===== src/rtl/div_share_ctrl.sv =====
// Shared radix-2 restoring divider for MIPS DIV/DIVU, arbitrated between the master and slave issue pipes.
// Grants are combinational in IDLE; results return with the owning pipe id and are held until the next done.
module div_share_ctrl #(
  parameter bit FIXED_PRIORITY = 1'b1
) (
  input  logic        clk,
  input  logic        rst,
  input  logic        flush,
  input  logic        m_req,
  input  logic        m_signed,
  input  logic [31:0] m_a,
  input  logic [31:0] m_b,
  output logic        m_gnt,
  input  logic        s_req,
  input  logic        s_signed,
  input  logic [31:0] s_a,
  input  logic [31:0] s_b,
  output logic        s_gnt,
  output logic        busy,
  output logic        done,
  output logic        done_id,
  output logic [31:0] hi,
  output logic [31:0] lo
);

  typedef enum logic [2:0] {
    S_IDLE,
    S_PREP,
    S_CALC,
    S_FIXUP,
    S_DONE
  } state_t;

  state_t      r_state;
  logic [31:0] r_a;
  logic [31:0] r_b;
  logic [31:0] r_rem;
  logic [31:0] r_quo;
  logic [31:0] r_div;
  logic [31:0] r_hi;
  logic [31:0] r_lo;
  logic [5:0]  r_cnt;
  logic        r_signed;
  logic        r_id;
  logic        r_lastSlave;

  logic        w_canGrant;
  logic        w_mWin;
  logic        w_sWin;
  logic        w_mGnt;
  logic        w_sGnt;
  logic [31:0] w_absA;
  logic [31:0] w_absB;
  logic [32:0] w_shift;
  logic [32:0] w_trial;

  // In round-robin mode a tie goes to the pipe that was not granted last.
  assign w_canGrant = (r_state == S_IDLE) && !flush && !rst;
  assign w_mWin     = m_req && (FIXED_PRIORITY || !s_req || r_lastSlave);
  assign w_sWin     = s_req && !w_mWin;
  assign w_mGnt     = w_canGrant && w_mWin;
  assign w_sGnt     = w_canGrant && w_sWin;

  assign w_absA = (r_signed && r_a[31]) ? -r_a : r_a;
  assign w_absB = (r_signed && r_b[31]) ? -r_b : r_b;

  // Partial remainder stays below the divisor, so a 33-bit trial keeps the sign in bit 32.
  assign w_shift = {r_rem, r_quo[31]};
  assign w_trial = w_shift - {1'b0, r_div};

  always_ff @(posedge clk) begin
    if (rst) begin
      r_state     <= S_IDLE;
      r_a         <= '0;
      r_b         <= '0;
      r_rem       <= '0;
      r_quo       <= '0;
      r_div       <= '0;
      r_hi        <= '0;
      r_lo        <= '0;
      r_cnt       <= '0;
      r_signed    <= 1'b0;
      r_id        <= 1'b0;
      r_lastSlave <= 1'b1;
    end else begin
      case (r_state)
        S_IDLE: begin
          if (w_mGnt || w_sGnt) begin
            r_a         <= w_mGnt ? m_a : s_a;
            r_b         <= w_mGnt ? m_b : s_b;
            r_signed    <= w_mGnt ? m_signed : s_signed;
            r_id        <= w_sGnt;
            r_lastSlave <= w_sGnt;
            r_state     <= S_PREP;
          end
        end
        S_PREP: begin
          if (flush) begin
            r_state <= S_IDLE;
          end else if (r_b == 32'd0) begin
            r_hi    <= r_a;
            r_lo    <= 32'hFFFF_FFFF;
            r_state <= S_DONE;
          end else begin
            r_rem   <= '0;
            r_quo   <= w_absA;
            r_div   <= w_absB;
            r_cnt   <= '0;
            r_state <= S_CALC;
          end
        end
        S_CALC: begin
          if (flush) begin
            r_state <= S_IDLE;
          end else begin
            if (!w_trial[32]) begin
              r_rem <= w_trial[31:0];
              r_quo <= {r_quo[30:0], 1'b1};
            end else begin
              r_rem <= w_shift[31:0];
              r_quo <= {r_quo[30:0], 1'b0};
            end
            if (r_cnt == 6'd31) begin
              r_cnt   <= '0;
              r_state <= S_FIXUP;
            end else begin
              r_cnt <= r_cnt + 6'd1;
            end
          end
        end
        S_FIXUP: begin
          if (flush) begin
            r_state <= S_IDLE;
          end else begin
            // Remainder takes the dividend's sign, as MIPS DIV defines it.
            r_lo    <= (r_signed && (r_a[31] ^ r_b[31])) ? -r_quo : r_quo;
            r_hi    <= (r_signed && r_a[31]) ? -r_rem : r_rem;
            r_state <= S_DONE;
          end
        end
        S_DONE: begin
          r_state <= S_IDLE;
        end
        default: begin
          r_state <= S_IDLE;
        end
      endcase
    end
  end

  assign m_gnt   = w_mGnt;
  assign s_gnt   = w_sGnt;
  assign busy    = (r_state != S_IDLE);
  assign done    = (r_state == S_DONE) && !flush;
  assign done_id = r_id;
  assign hi      = r_hi;
  assign lo      = r_lo;

endmodule


===== config.mk =====
export PLATFORM = sky130hd
export DESIGN_NAME = div_share_ctrl
export DESIGN_NICKNAME = d
export VERILOG_FILES = /design/src/rtl/div_share_ctrl.sv
export SDC_FILE = /design/constraint.sdc
export NUM_CORES = 1
export LEC_CHECK = 0
export BUFFER_PORTS_ARGS = -buffer_cell sky130_fd_sc_hd__buf_2
export CAP_MARGIN = 20
export CORE_AREA = 2 2 164 166
export CTS_CLUSTER_SIZE = 25
export DETAILED_ROUTE_END_ITERATION = 6
export DIE_AREA = 0 0 166 168
export GPL_TIMING_DRIVEN = 0
export PLACE_DENSITY = 0.79
export SYNTH_ARGS = -nofsm -noshare
export SYNTH_HDL_FRONTEND = slang
export SYNTH_SLANG_ARGS = --single-unit

===== constraint.sdc =====
create_clock -name clk -period 5.1 [get_ports clk]
set_input_delay 1.02 -clock clk [delete_from_list [all_inputs] [get_ports clk]]
set_output_delay 1.02 -clock clk [all_outputs]
set_load 0.05 [all_outputs]

==> impl_results.md, run 1 <==
* Seq pwr share at 40.2%
* CP bufs+invs at 3
* Hpwl dp at 36.66 mm
* YS warnings at 0
* First-pass GRT wire length at 71.30 mm
* Final period utilization at 87.02%
* DR top layer: met4
* Mapped Avg Cell Area at 7.668 µm²
* Clk network pwr share at 41.1%
* List of most frequent post-synthesis cells: nor2_1 (276), dfxtp_1 (235), nand2_1 (175), a21oi_1 (143), clkbuf_1 (107)
* Crit path to: s_gnt
* FP Rows at 60
* FF+latch count, synth at 235
* Data required, critical path at 4.08 ns
* Combinational fraction of design power at 18.7%
* R2R cell count at 13
* Max cap viols at 0
* RePlAce Congestion at 1.023
* Final Instance Area at 16230 µm²
* Sw frac at 29.48%
* Area growth syn-to-layout at 17.09%
* Fin. Hold Viols at 0
* Largest net degree at the start of global routing at 14
* PortBufs at 202
* Diodes inserted at 0
* Layout cells sized above 1 at 13.90%
* I/O pin cnt at 204
* TritonCTS buffer count at 26
* Main flop type after synthesis: dfxtp_1
* EDFF count, synth at 0
* Slew @ Worst Pin at 0.9427 ns
* Largest family of logic cells by synthesized area: compound AO/OA/AOI/OAI gates
* Vias in the first global route at 13240
* Initial antenna violation count at 1
* Worst R2R Start: r_quo[31]
* Die Y at 168 µm
* Min cycle time layout at 4.438 ns
* Clk Tree Root Cell: clkbuf_16
* CP max stage cell: nor4b_1
* Setup bufs post-CTS at 0
* Synth Area in Simple Gates at 21.93%
* H-Tree Depth at 1
* Core region area at 26350 µm²
* FF-to-FF End: r_rem[8]
* Antenna Nets Post-Route at 0
* Longest Clk Path Bufs at 3
* Post-synthesis adder-cell area fraction at 3.484%
* Residual DRC count at 0
* Post-synthesis xor/xnor area fraction at 9.025%
* DRT Wirelength at 46.34 mm
* Die ar. at 27890 µm²
* Die width at 166 µm
* RSZ-0062 raised after global routing: no
* Crit path max-delay family: simple AND/OR/NAND/NOR gates
* Mapped cell area at 13860 µm²
* CP Max Fanout at 10
* Worst Setup Start Kind: input pin
* Area post-placement at 15300 µm²
* Share of the synthesized area in the top cell type at 33.94%
* R2R Setup Slk at 1.06 ns
* Max incr delay on CP at 0.79 ns
* Starting Density at 52.61%
* Worst vdd ir at 0.2359 mV
* Resized Gates After CTS at 0
* Vias post-DR at 14470
* Slew HR at 36.27%
* Post-CTS Hold Fix Bufs at 0
* Fill cell count at 2420
* Routed met2 length at 20.03 mm
* CP cell instances: buf_2 > nor2_1 > nor4b_1 > nand2_1 > clkbuf_1 > nor2_1 > buf_2
* Wire per inst at 19.32 µm
* Syn nets at 1981
* Mux share of post-synthesis cell area at 1.661%
* Seq/Total Area, Yosys at 33.94%
* Gr usage total at 31.61%
* Nets@finish at 2211
* CP Capture Type: output pin
* Fin. max-slew vios at 0
* Clk Latency, worst-skew pair at 0.55 ns
* Met3 wire len at 5.020 mm
* P per Cell Area at 304.1 nW/µm²
* Post-synth ARST share at 0%
* Tightest Hold Check Type: flip-flop to flip-flop
* Skew final at 0.01679 ns
* Levels on crit path at 7
* Top-count cell post-synth: nor2_1
* F_max at 225.3 MHz
* WS Path Type: input pin to output pin
* Status: finished clean
* Post-synthesis compound-gate area fraction at 24.47%
* Total power at 4.937 mW
* Worst setup path start: flush
* Clock transition at path regs at 0.06 ns
* Yosys top cell by area: dfxtp_1
* Setup TNS at 0 ns
* Top cells by area, synth: dfxtp_1 (34%), nor2_1 (7.5%), a21oi_1 (5.2%)
* # setup viols final at 0
* Synth unique cells at 71
* Hold_ws at 0.4503 ns
* Psw at 1.456 mW
* DRT iter0 DRCs at 1342
* Critical Path AT at 3.42 ns
* Vias per cell at 6.032
* Cells after Synth at 1808
* Grt total ovfl at 0
* Clk sinks at 235
* Metal1 wirelength at 19.91 mm
* Pre-Repair DR Iteration Count at 5
* CTS tree: done
* Pleak at 6.266 nW
* Internal at 3.481 mW
cells in the final DEF (no fill, tap or decap), types with 5 or more instances in the layout:
cell and n:
a21oi_1 143, o31ai_1 16, inv_1 60, o41ai_1 11, o211ai_1 25, nor4_1 13, clkbuf_1 110, nand2_1 175
buf_1 9, nor3b_1 6, nand3_1 77, o22ai_1 11, clkbuf_16 26, nor3_1 26, a31oi_1 8, a32oi_1 11
or2_2 5, and3_1 9, buf_2 220, nand3b_1 7, o21ai_0 75, a211oi_1 88, a21o_1 9, xor2_1 62
or4_1 9, dfxtp_1 235, mux2i_1 23, a311oi_1 72, clkbuf_8 6, ha_1 37, xnor2_1 79, nor2_1 276
and2_1 10, nand4_1 5, nand2b_1 15, or3_1 19
power groups by stage:
stage	Combinational, mW	Clock [mW]	Sequential [mW]
final	0.922	2.03	1.98
after global routing	0.999	2.11	1.99
after CTS	0.902	2.03	1.98
after detailed placement	0.895	0	2.02
after global placement	0.882	0	2.02
after floorplan	0.647	0	1.99
worst reg2reg max path: cells and delay by family, from the launching register on:
family,cells,cell delay [ns]
compound gates,5,1.12
xor+xnor,1,0.53
buf+inv,2,0.58
flops,1,0.44
simple gates,2,0.34
fa+ha+maj,2,0.68
mux,1,0.21
routing by layer:
metal / up-vias / global-route usage [%]
li1: 6949 / -
met2: 766 / 50.66
met4: 0 / 9.943
met3: 101 / 5.712
met1: 6654 / 43.42
met5: - / 0
stage by stage:
step | util (%) | cells | setup slack (ns)
6_report | 61.60 | 2399 | 0.6619
5_1_grt | 61.60 | 2399 | 0.6413
4_1_cts | 61.60 | 2399 | 0.7328
3_5_place_dp | 58.07 | 2351 | 0.7481
3_3_place_gp | 58.07 | 2351 | 0.7216
2_1_floorplan | - | 1808 | 1.415
registers in the layout, summed over array words and instances, names as in the netlist, 3 cells and up:
signal / count
hi: 32
lo: 32
r_a: 32
r_b: 32
r_div: 32
r_quo: 32
r_rem: 32
r_cnt: 6
r_state: 3
layout make-up:
type / count / area [µm²] / area share, %
tap: 341 / 426.7 / 2.628
buffer: 135 / 536.8 / 3.307
clock buffer: 35 / 744.5 / 4.586
inverter: 60 / 225.2 / 1.387
clock inverter: 13 / 187.7 / 1.156
timing repair buffer: 202 / 1011 / 6.228
sequential: 235 / 4705 / 28.98
multi-input combinational: 1378 / 8397 / 51.73
how the worst min path moves through the flow:
stage | startpoint | end | cells after the start
3_5_place_dp | hi[3] | hi[3] | 2
2_1_floorplan | r_div[31] | r_div[31] | 2
5_1_grt | hi[15] | hi[15] | 2
4_1_cts | hi[3] | hi[3] | 2
6_report | hi[6] | hi[6] | 2
3_3_place_gp | hi[13] | hi[13] | 2
kinds of logic (layout without fill, tap and decap cells):
family / Yosys count / in the layout
muxes: 23 / 23
and+or+nand+nor: 670 / 670
xor gates and xnor gates: 142 / 142
AOI/OAI and AO/OA: 505 / 505
adders and majority gates: 38 / 38
buffers and inverters: 195 / 445
DFF: 235 / 235
Power figures use the tool's default switching activity.
==> run 2: changes to the inputs <==
--- a/config.mk
+++ b/config.mk
@@ -7,12 +7,14 @@
 export LEC_CHECK = 0
 export BUFFER_PORTS_ARGS = -buffer_cell sky130_fd_sc_hd__buf_2
 export CAP_MARGIN = 20
-export CORE_AREA = 2 2 164 166
+export CELL_PAD_IN_SITES_DETAIL_PLACEMENT = 1
+export CELL_PAD_IN_SITES_GLOBAL_PLACEMENT = 2
+export CORE_AREA = 2 2 200 202
 export CTS_CLUSTER_SIZE = 25
 export DETAILED_ROUTE_END_ITERATION = 6
-export DIE_AREA = 0 0 166 168
+export DIE_AREA = 0 0 202 204
 export GPL_TIMING_DRIVEN = 0
-export PLACE_DENSITY = 0.79
+export PLACE_DENSITY = 0.89
 export SYNTH_ARGS = -nofsm -noshare
 export SYNTH_HDL_FRONTEND = slang
 export SYNTH_SLANG_ARGS = --single-unit
==> impl_results.md, run 2 (synthesized netlist as in run 1, its figures left out) <==
* F_max at 243.7 MHz
* DR top layer: met5
* Area growth syn-to-layout at 18.65%
* Post-CTS Hold Fix Bufs at 0
* Max incr delay on CP at 0.56 ns
* Slew @ Worst Pin at 0.9493 ns
* I/O pin cnt at 204
* Hpwl dp at 44.00 mm
* Vias per cell at 5.557
* Inst Count DP at 2535
* Slew HR at 36.71%
* Met3 wire len at 3.893 mm
* R2R cell count at 13
* TritonCTS buffer count at 29
* Vias in the first global route at 14650
* Wire per inst at 20.93 µm
* Worst Setup Start Kind: flip-flop
* Layout cells sized above 1 at 14.02%
* Pre-Repair DR Iteration Count at 5
* Clk Tree Root Cell: clkbuf_16
* CTS tree: done
* Pleak at 6.271 nW
* Core region area at 39180 µm²
* DRT iter0 DRCs at 796
* H-Tree Depth at 1
* Largest net degree at the start of global routing at 14
* Antenna Nets Post-Route at 0
* Most common cell after layout, fill and taps aside: nor2_1
* Initial antenna violation count at 2
* First-pass GRT wire length at 83.81 mm
* Starting Density at 35.38%
* P per Cell Area at 300.0 nW/µm²
* WS Path Type: flip-flop to flip-flop
* FF-to-FF End: r_rem[15]
* Clk sinks at 235
* CP cell instances: inv_1 > ha_1 > fa_1 > nand2b_1 > a21oi_1 > o21a_1 > a22oi_1 > o311ai_1 > nand2_1 > xor2_2 > buf_2 > mux2i_1 > o21ai_0
* Finished Layout Cells at 2587
* Metal1 wirelength at 24.93 mm
* R2R Setup Slk at 1.0 ns
* Worst vdd ir at 0.2067 mV
* Tightest Hold Check Type: flip-flop to flip-flop
* Critical Path AT at 4.53 ns
* Vias post-DR at 14380
* Commonest cells after routing, fill and taps aside: nor2_1 (276), dfxtp_1 (235), buf_2 (220), nand2_1 (175), a21oi_1 (143)
* PortBufs at 202
* Residual DRC count at 0
* Data required, critical path at 5.53 ns
* Clock transition at path regs at 0.07 ns
* Setup bufs post-CTS at 0
* Final period utilization at 80.47%
* Status: finished clean
* RSZ-0062 raised after global routing: no
* Clk Latency, worst-skew pair at 0.56 ns
* Pre-CTS WS at 0.4589 ns
* Fin. max-slew vios at 0
* Longest Clk Path Bufs at 3
* Worst Hold Depth at 2
* Max cap viols at 0
* Worst R2R Start: r_quo[31]
* Skew final at 0.02383 ns
* DRT Wirelength at 54.14 mm
* Grt total ovfl at 0
* Setup TNS at 0 ns
* Die width at 202 µm
* RePlAce Congestion at 0.9322
* Hold path endpoint: hi[13]
* CP Max Fanout at 10
* CP Capture Type: flip-flop
* Min cycle time layout at 4.104 ns
* Final worst slack at 0.9958 ns
* Fin. Hold Viols at 0
* Diodes inserted at 0
* Nets@finish at 2215
* Die ar. at 41210 µm²
* Gr usage total at 25.82%
* Hold_sp: hi[13]
* # setup viols final at 0
* Routed met2 length at 24.32 mm
* CP max stage cell: xor2_2
* Resized Gates After CTS at 0
* Die Y at 204 µm
* FP Rows at 73
-- run 2: changes by cell type in the layout (fill, tap and decap cells not counted) --
cell / change
clkbuf_1: +1
bufinv_16: -3
clkinvlp_4: -1
clkinv_2: +4
clkinv_8: -1
clkbuf_16: +3
clkinv_4: +1
clkbuf_8: -1
clkbuf_2: +1
-- run 2: worst max-delay path, delay by kind of cell (launching register included) --
family / cells / cell delay, ns
adder cells (fa/ha/maj): 2 / 0.68
AND/OR/NAND/NOR: 2 / 0.34
XOR/XNOR: 1 / 0.56
buffers and inverters: 2 / 0.58
flip-flops: 1 / 0.46
AO/OA/AOI/OAI: 5 / 1.12
multiplexers: 1 / 0.23
-- run 2: cell type report --
cell class	instances	area (µm²)
Buffer	135	536.8
Clock buffer	38	809.5
Fill cell	4959	22740
Clock inverter	13	102.6
Inverter	60	225.2
Sequential cell	235	4705
Tap cell	525	656.9
Multi-Input combinational cell	1378	8397
Timing Repair Buffer	203	1016
-- run 2: layer usage --
layer  track usage [%]  up-vias
met5                 0        -
met4             5.672        4
met3             4.911       61
met2             42.45      442
met1             35.09     6926
li1                  -     6942
-- run 2: worst max path at each step --
stage,start,to,slack (ns)
floorplan,flush,s_gnt,1.41
detailed placement,flush,m_gnt,0.46
global route,r_quo[31],r_rem[10],0.73
finish,r_quo[31],r_rem[15],1.0
CTS,flush,m_gnt,0.45
global placement,flush,m_gnt,0.44
-- run 2: metrics by stage --
stage / utilization, % / hold slack, ns / power, mW / cell area [µm²]
3_5_place_dp: 39.64 / 0.4481 / 2.956 / 15530
3_3_place_gp: 39.64 / 0.4436 / 2.933 / 15530
5_1_grt: 41.98 / 0.4785 / 5.137 / 16450
2_1_floorplan: - / 0.4459 / 2.637 / 13860
4_1_cts: 41.96 / 0.4560 / 4.954 / 16440
6_report: 41.98 / 0.4563 / 4.934 / 16450
-- run 2: where the power goes --
group	switching [mW]	internal, mW	total [mW]
clock	0.847	1.16	2.01
sequential	0.0939	1.89	1.99
combinational	0.579	0.360	0.939
total	1.52	3.41	4.93
